$ cat src/rtl/mem_access_unit_if.sv
// Request/response and RAM-port bundle for mem_access_unit.
//
// Handshake: a request transfers on the rising clock edge where req_valid and
// req_ready are both 1; req_* are only sampled on that edge. resp_valid is a
// single-cycle pulse with no backpressure; resp_data/resp_error are
// meaningful only while it is high. The RAM side reads combinationally
// (ram_out follows ram_address) and commits a write on the edge where
// ram_write_enable is 1.
interface mem_access_unit_if #(
    parameter int ADDR_WIDTH = 16
);
    logic                  req_valid;
    logic                  req_ready;
    logic                  req_write;
    logic [1:0]            req_size;
    logic                  req_unsigned;
    logic [ADDR_WIDTH-1:0] req_address;
    logic [31:0]           req_data;

    logic                  resp_valid;
    logic [31:0]           resp_data;
    logic                  resp_error;

    logic                  ram_write_enable;
    logic [ADDR_WIDTH-1:0] ram_address;
    logic [31:0]           ram_in;
    logic [31:0]           ram_out;

    // Pipeline plus RAM: issues requests, consumes responses, serves the RAM.
    modport master (
        output req_valid, req_write, req_size, req_unsigned, req_address, req_data,
        input  req_ready, resp_valid, resp_data, resp_error,
        input  ram_write_enable, ram_address, ram_in,
        output ram_out
    );

    // The access unit itself.
    modport slave (
        input  req_valid, req_write, req_size, req_unsigned, req_address, req_data,
        output req_ready, resp_valid, resp_data, resp_error,
        output ram_write_enable, ram_address, ram_in,
        input  ram_out
    );
endinterface

$ cat src/rtl/mem_access_unit.sv
// Byte/half/word load-store unit in front of a word-wide RAM with
// combinational read and clocked write. Sub-word stores are done as a
// read-modify-write; misaligned or illegal-size requests answer with an
// error and never touch the RAM.
module mem_access_unit #(
    parameter int ADDR_WIDTH = 16
) (
    input  logic             clk,
    input  logic             reset,
    mem_access_unit_if.slave bus,
    output logic [2:0]       o_dbg_state
);
    typedef enum logic [2:0] {
        ST_IDLE     = 3'd0,
        ST_LOAD     = 3'd1,
        ST_RMW_READ = 3'd2,
        ST_WRITE    = 3'd3,
        ST_RESP     = 3'd4
    } state_t;

    state_t                r_state;
    state_t                w_next_state;
    logic [1:0]            r_size;
    logic                  r_unsigned;
    logic [ADDR_WIDTH-1:0] r_addr;
    logic [31:0]           r_data;
    logic [31:0]           r_merge;
    logic [31:0]           r_resp_data;
    logic                  r_resp_error;

    logic                  w_accept;
    logic                  w_error;
    logic                  w_ram_active;
    logic [ADDR_WIDTH-1:0] w_aligned;
    logic [7:0]            w_byte;
    logic [15:0]           w_half;
    logic [31:0]           w_lane;
    logic [31:0]           w_merged;

    assign w_accept  = bus.req_valid && bus.req_ready;
    assign w_error   = (bus.req_size == 2'b11)
                    || (bus.req_size == 2'b01 && bus.req_address[0])
                    || (bus.req_size == 2'b10 && bus.req_address[1:0] != 2'b00);
    assign w_aligned = {r_addr[ADDR_WIDTH-1:2], 2'b00};

    // Little-endian lane extraction with sign/zero extension for loads.
    always_comb begin
        w_byte = bus.ram_out[{r_addr[1:0], 3'b000} +: 8];
        w_half = r_addr[1] ? bus.ram_out[31:16] : bus.ram_out[15:0];
        w_lane = bus.ram_out;
        case (r_size)
            2'b00:   w_lane = r_unsigned ? {24'd0, w_byte} : {{24{w_byte[7]}}, w_byte};
            2'b01:   w_lane = r_unsigned ? {16'd0, w_half} : {{16{w_half[15]}}, w_half};
            default: w_lane = bus.ram_out;
        endcase
    end

    // Replace the addressed byte/half of the current RAM word with store data.
    always_comb begin
        w_merged = bus.ram_out;
        if (r_size == 2'b00) begin
            w_merged[{r_addr[1:0], 3'b000} +: 8] = r_data[7:0];
        end else begin
            w_merged[{r_addr[1], 4'b0000} +: 16] = r_data[15:0];
        end
    end

    // Next-state decode; one request in flight, ready only in IDLE.
    always_comb begin
        w_next_state = r_state;
        case (r_state)
            ST_IDLE: begin
                if (w_accept) begin
                    if (w_error)                     w_next_state = ST_RESP;
                    else if (!bus.req_write)         w_next_state = ST_LOAD;
                    else if (bus.req_size == 2'b10)  w_next_state = ST_WRITE;
                    else                             w_next_state = ST_RMW_READ;
                end
            end
            ST_LOAD:     w_next_state = ST_RESP;
            ST_RMW_READ: w_next_state = ST_WRITE;
            ST_WRITE:    w_next_state = ST_RESP;
            ST_RESP:     w_next_state = ST_IDLE;
            default:     w_next_state = ST_IDLE;
        endcase
    end

    // State register.
    always_ff @(posedge clk or negedge reset) begin
        if (!reset) r_state <= ST_IDLE;
        else        r_state <= w_next_state;
    end

    // Request latch, merge register and response registers.
    always_ff @(posedge clk or negedge reset) begin
        if (!reset) begin
            r_size       <= 2'b00;
            r_unsigned   <= 1'b0;
            r_addr       <= '0;
            r_data       <= 32'd0;
            r_merge      <= 32'd0;
            r_resp_data  <= 32'd0;
            r_resp_error <= 1'b0;
        end else begin
            if (w_accept) begin
                r_size       <= bus.req_size;
                r_unsigned   <= bus.req_unsigned;
                r_addr       <= bus.req_address;
                r_data       <= bus.req_data;
                r_merge      <= bus.req_data;
                r_resp_data  <= 32'd0;
                r_resp_error <= w_error;
            end
            if (r_state == ST_LOAD)     r_resp_data <= w_lane;
            if (r_state == ST_RMW_READ) r_merge     <= w_merged;
        end
    end

    // RAM and response outputs decode from registered state; reset gates the
    // write strobe directly so an interrupted WRITE never commits.
    assign w_ram_active         = (r_state == ST_LOAD) || (r_state == ST_RMW_READ) || (r_state == ST_WRITE);
    assign bus.req_ready        = (r_state == ST_IDLE) && reset;
    assign bus.resp_valid       = (r_state == ST_RESP);
    assign bus.resp_error       = (r_state == ST_RESP) && r_resp_error;
    assign bus.resp_data        = (r_state == ST_RESP) ? r_resp_data : 32'd0;
    assign bus.ram_address      = w_ram_active ? w_aligned : '0;
    assign bus.ram_write_enable = (r_state == ST_WRITE) && reset;
    assign bus.ram_in           = (r_state == ST_WRITE) ? r_merge : 32'd0;
    assign o_dbg_state          = r_state;
endmodule

$ cat src/flat_wrapper.sv
// flat-port wrapper written by rule: the top's interface ports become plain ports
module mem_access_unit_flat 
#(
    parameter int ADDR_WIDTH = 16
)
  (clk, reset, o_dbg_state, bus_req_valid, bus_req_write, bus_req_size, bus_req_unsigned, bus_req_address, bus_req_data, bus_req_ready, bus_resp_valid, bus_resp_data, bus_resp_error, bus_ram_write_enable, bus_ram_address, bus_ram_in, bus_ram_out);
  mem_access_unit_if #(.ADDR_WIDTH(ADDR_WIDTH)) bus_i ();
  input  logic clk;
  input  logic reset;
  output logic [2:0] o_dbg_state;
  input wire logic [$bits(bus_i.req_valid)-1:0] bus_req_valid;
  input wire logic [$bits(bus_i.req_write)-1:0] bus_req_write;
  input wire logic [$bits(bus_i.req_size)-1:0] bus_req_size;
  input wire logic [$bits(bus_i.req_unsigned)-1:0] bus_req_unsigned;
  input wire logic [$bits(bus_i.req_address)-1:0] bus_req_address;
  input wire logic [$bits(bus_i.req_data)-1:0] bus_req_data;
  output wire logic [$bits(bus_i.req_ready)-1:0] bus_req_ready;
  output wire logic [$bits(bus_i.resp_valid)-1:0] bus_resp_valid;
  output wire logic [$bits(bus_i.resp_data)-1:0] bus_resp_data;
  output wire logic [$bits(bus_i.resp_error)-1:0] bus_resp_error;
  output wire logic [$bits(bus_i.ram_write_enable)-1:0] bus_ram_write_enable;
  output wire logic [$bits(bus_i.ram_address)-1:0] bus_ram_address;
  output wire logic [$bits(bus_i.ram_in)-1:0] bus_ram_in;
  input wire logic [$bits(bus_i.ram_out)-1:0] bus_ram_out;
  assign bus_i.req_valid = bus_req_valid;
  assign bus_i.req_write = bus_req_write;
  assign bus_i.req_size = bus_req_size;
  assign bus_i.req_unsigned = bus_req_unsigned;
  assign bus_i.req_address = bus_req_address;
  assign bus_i.req_data = bus_req_data;
  assign bus_req_ready = bus_i.req_ready;
  assign bus_resp_valid = bus_i.resp_valid;
  assign bus_resp_data = bus_i.resp_data;
  assign bus_resp_error = bus_i.resp_error;
  assign bus_ram_write_enable = bus_i.ram_write_enable;
  assign bus_ram_address = bus_i.ram_address;
  assign bus_ram_in = bus_i.ram_in;
  assign bus_i.ram_out = bus_ram_out;
  mem_access_unit #(.ADDR_WIDTH(ADDR_WIDTH)) u_core (.clk(clk), .reset(reset), .bus(bus_i), .o_dbg_state(o_dbg_state));
endmodule
$ cat config.mk
export PLATFORM = sky130hd
export DESIGN_NAME = mem_access_unit_flat
export DESIGN_NICKNAME = d
export VERILOG_FILES = /design/src/rtl/mem_access_unit_if.sv /design/src/rtl/mem_access_unit.sv /design/src/flat_wrapper.sv
export SDC_FILE = /design/constraint.sdc
export NUM_CORES = 1
export LEC_CHECK = 0
export ABC_AREA = 0
export CAP_MARGIN = 5
export CORE_UTILIZATION = 30
export DETAILED_ROUTE_END_ITERATION = 7
export HOLD_SLACK_MARGIN = 0.06
export PLACE_DENSITY = 0.6
export SLEW_MARGIN = 5
export SYNTH_ARGS = -nofsm -noshare
export SYNTH_HDL_FRONTEND = slang
export SYNTH_SLANG_ARGS = --single-unit
export TNS_END_PERCENT = 10
$ cat constraint.sdc
create_clock -name clk -period 5.1 [get_ports clk]
set_clock_uncertainty 0.05 [all_clocks]
set_input_delay 0.765 -clock clk [delete_from_list [all_inputs] [get_ports clk]]
set_output_delay 0.765 -clock clk [all_outputs]
set_load 0.005 [all_outputs]
==> metrics <==
H-tree depth=3; CTS clk-pin slew, worst paths=0.06 ns; hpwl dp=about 15,000 um; die height=approximately 140 um; Post-synth EDFFs=0; Die X=about 140 um; TNS Setup=0 ns; M1 WL=~8800 um; postcts setup bufs=0; area of the core=approximately 0.020 mm2; WL/cell=19.2 um; diode count=0; Max Cap Viol=0; Setup crit start kind=register; Max Slew Vio Count=0; Syn Inst Count=650; met3 WL=around 1200 um; Initial Util=between 30 and 40%; Routed WL=a little over 20,000 um; period utilization=roughly 65%; share of layout cells above drive strength 1=~7.6%; register share of total power=35.7%; drc violations=0; PD cells=approximately 520 mW/mm2; final setup vio count=0; Hold/Removal Path Class=register to register; Total GRT Usage=just over 20%; critical path peak fanout=35; Hold Vio Cnt, Final=0; reg-to-reg setup timing slack=between 2 and 2.5 ns; ys flop type=dfrtp_1; Clk pwr share=between 10% and 20%; first-pass GRT wire length=between 30,000 and 40,000 um; most common cell after layout, fill and taps aside=clkdlybuf4s50_1; relative slew slack=between 20% and 30%; vias in the first global route=roughly 5,400; Crit Path Category=register to output port; Final min period=about 3.3 ns; CTS Hold Bufs=0; GPL Wtd Cong=~0.86; Cell Rows=between 50 and 60; Yosys warnings=0; status=completed; Met2 Wirelength=just under 10,000 um; post-synth cell types=42; Switch Pwr=around 1700 uW; Skew-Pair Late Insertion Delay=0.35 ns; nets=slightly below 900; synthesized area=~0.006 mm2; Area Growth Syn to Fin=35.2%; Port Buffers=around 170; asr flop ratio synth=between 90% and 100%; deepest clock path buffer count=2; Die ar.=roughly 0.02 mm2; initial antenna violation count=0; Internal Pwr Total=about 2500 uW; Root Driver=clkbuf_16; drt first pass iters=6; leading cell types in the layout, fill and taps excluded=170 x clkdlybuf4s50_1, 130 x nand2_1, 103 x dfrtp_1, 56 x and2_1, 33 x and3_1; worst-margin pin slew=1.11 ns; TritonCTS clock tree=built; routed vias=between 5,000 and 6,000; Net Sw Frac=40.9%; Final Instance Area=0.00810 mm2; maximum vdd drop=about 0.21 mV; Vias/cell=around 5.1; # IOs=between 150 and 200; post_cts resized=0; DRC marker count from the first detailed-route iteration=between 400 and 500; largest net degree at the start of global routing=between 50 and 60; RSZ-0062 raised after global routing=false; syn avg cell area=9.22 um2; Post-DRT Antenna Nets=0; worst path required time=4.28 ns; clk sinks=between 100 and 150; Comb pwr share=49.4%; Fillers=slightly above 2,000; Placed Area=around 0.008 mm2; critical path data arrival time=2.52 ns; grt ovf=0; fmax=300 MHz; sequential fraction of the synthesis area=43.0%; Setup crit end kind=output port; CTS buffer count=9; Lkg Pwr=about 0.0035 uW; top sig layer=met4; #FFs+latches synth=about 100
## worst max-delay path, cell delays in order, from the launching register on
cell and delay [ns]:
dfrtp_1 0.53, nor2_1 0.09, buf_4 0.23, nor2_1 0.59, and2_1 0.23, clkdlybuf4s50_1 0.50
## cells in the mapped netlist (2+ instances only)
cell,count,area (um2)
a21o_1,3,22.5
a21oi_1,25,125
a221o_1,16,160
a221oi_1,16,140
a31oi_1,17,106
a32o_1,8,80.1
and2_1,57,357
and3_1,33,206
and3b_1,2,17.5
buf_2,13,65.1
buf_4,4,30.0
buf_6,3,33.8
clkbuf_1,32,120
dfrtp_1,103,2580
ha_1,5,62.6
inv_1,11,41.3
mux2_2,24,270
mux2i_1,25,250
nand2_1,131,492
nand2b_1,26,163
nor2_1,11,41.3
o21a_1,2,15.0
o21ai_0,28,140
o22ai_1,16,100
o311a_1,16,160
or2_2,7,43.8
## worst paths after layout
| check | cells past startpoint | end | start |
|---|---|---|---|
| max | 5 | bus_ram_address[13] | u_core.o_dbg_state[0] |
| min | 2 | u_core.r_addr[5] | u_core.r_addr[5] |
| max reg2reg | 6 | u_core.r_merge[24] | u_core.o_dbg_state[2] |
| min reg2reg | 2 | u_core.r_addr[5] | u_core.r_addr[5] |
| max in group asynchronous | 3 | u_core.r_data[4] | reset |
| min in group asynchronous | 2 | u_core.r_resp_data[25] | reset |
## power groups by stage
| stage | combinational (uW) | clock (uW) | sequential (uW) |
|---|---|---|---|
| 3_3_place_gp | 2060 | 0 | 1510 |
| 3_5_place_dp | 2090 | 0 | 1510 |
| 6_report | 2080 | 629 | 1510 |
| 2_1_floorplan | 1490 | 0 | 1390 |
| 4_1_cts | 2100 | 637 | 1500 |
| 5_1_grt | 2310 | 671 | 1560 |
## flip-flops by register name, summed over array words and instances, names as in the netlist
name,cells
u_core.r_merge,32
u_core.o_dbg_state,3
u_core.r_unsigned,1
u_core.r_resp_data,32
u_core.r_data,16
u_core.r_size,2
u_core.r_addr,16
u_core.r_resp_error,1
## final cells by class
type                            instances  area (um2)  area share, %
Clock inverter                          1        7.51         0.0927
Inverter                               11        41.3          0.510
Tap cell                              265         332           4.09
Timing Repair Buffer                  180        1780           21.9
Clock buffer                           13         240           2.97
Sequential cell                       103        2580           31.8
Multi-Input combinational cell        483        3130           38.6
## per-stage QoR
stage	hold WS, ns	util, %	instances	setup slack, ns	power (uW)
3_3_place_gp	0.405	40.2	1042	2.10	3570
6_report	0.417	41.5	1056	1.77	4220
5_1_grt	0.445	41.5	1056	1.53	4540
2_1_floorplan	0.387	-	651	2.97	2880
3_5_place_dp	0.404	40.2	1042	2.07	3600
4_1_cts	0.421	41.5	1056	1.70	4240
## routing by layer
metal	vias to the layer above	track usage, %
met2	163	33.9
met4	0	6.05
met1	2649	27.2
met5	-	0
met3	20	2.80
li1	2583	-
## cells by family after synthesis
kind of cell | Yosys count | share of synthesized area, %
adders and majority gates | 5 | 1.04
DFF | 103 | 43.0
AOI/OAI and AO/OA | 153 | 18.6
buffers and inverters | 65 | 4.99
other | 1 | 0.0626
and+or+nand+nor | 273 | 23.2
muxes | 50 | 9.06
No activity file was read; power rests on OpenSTA's default activity.
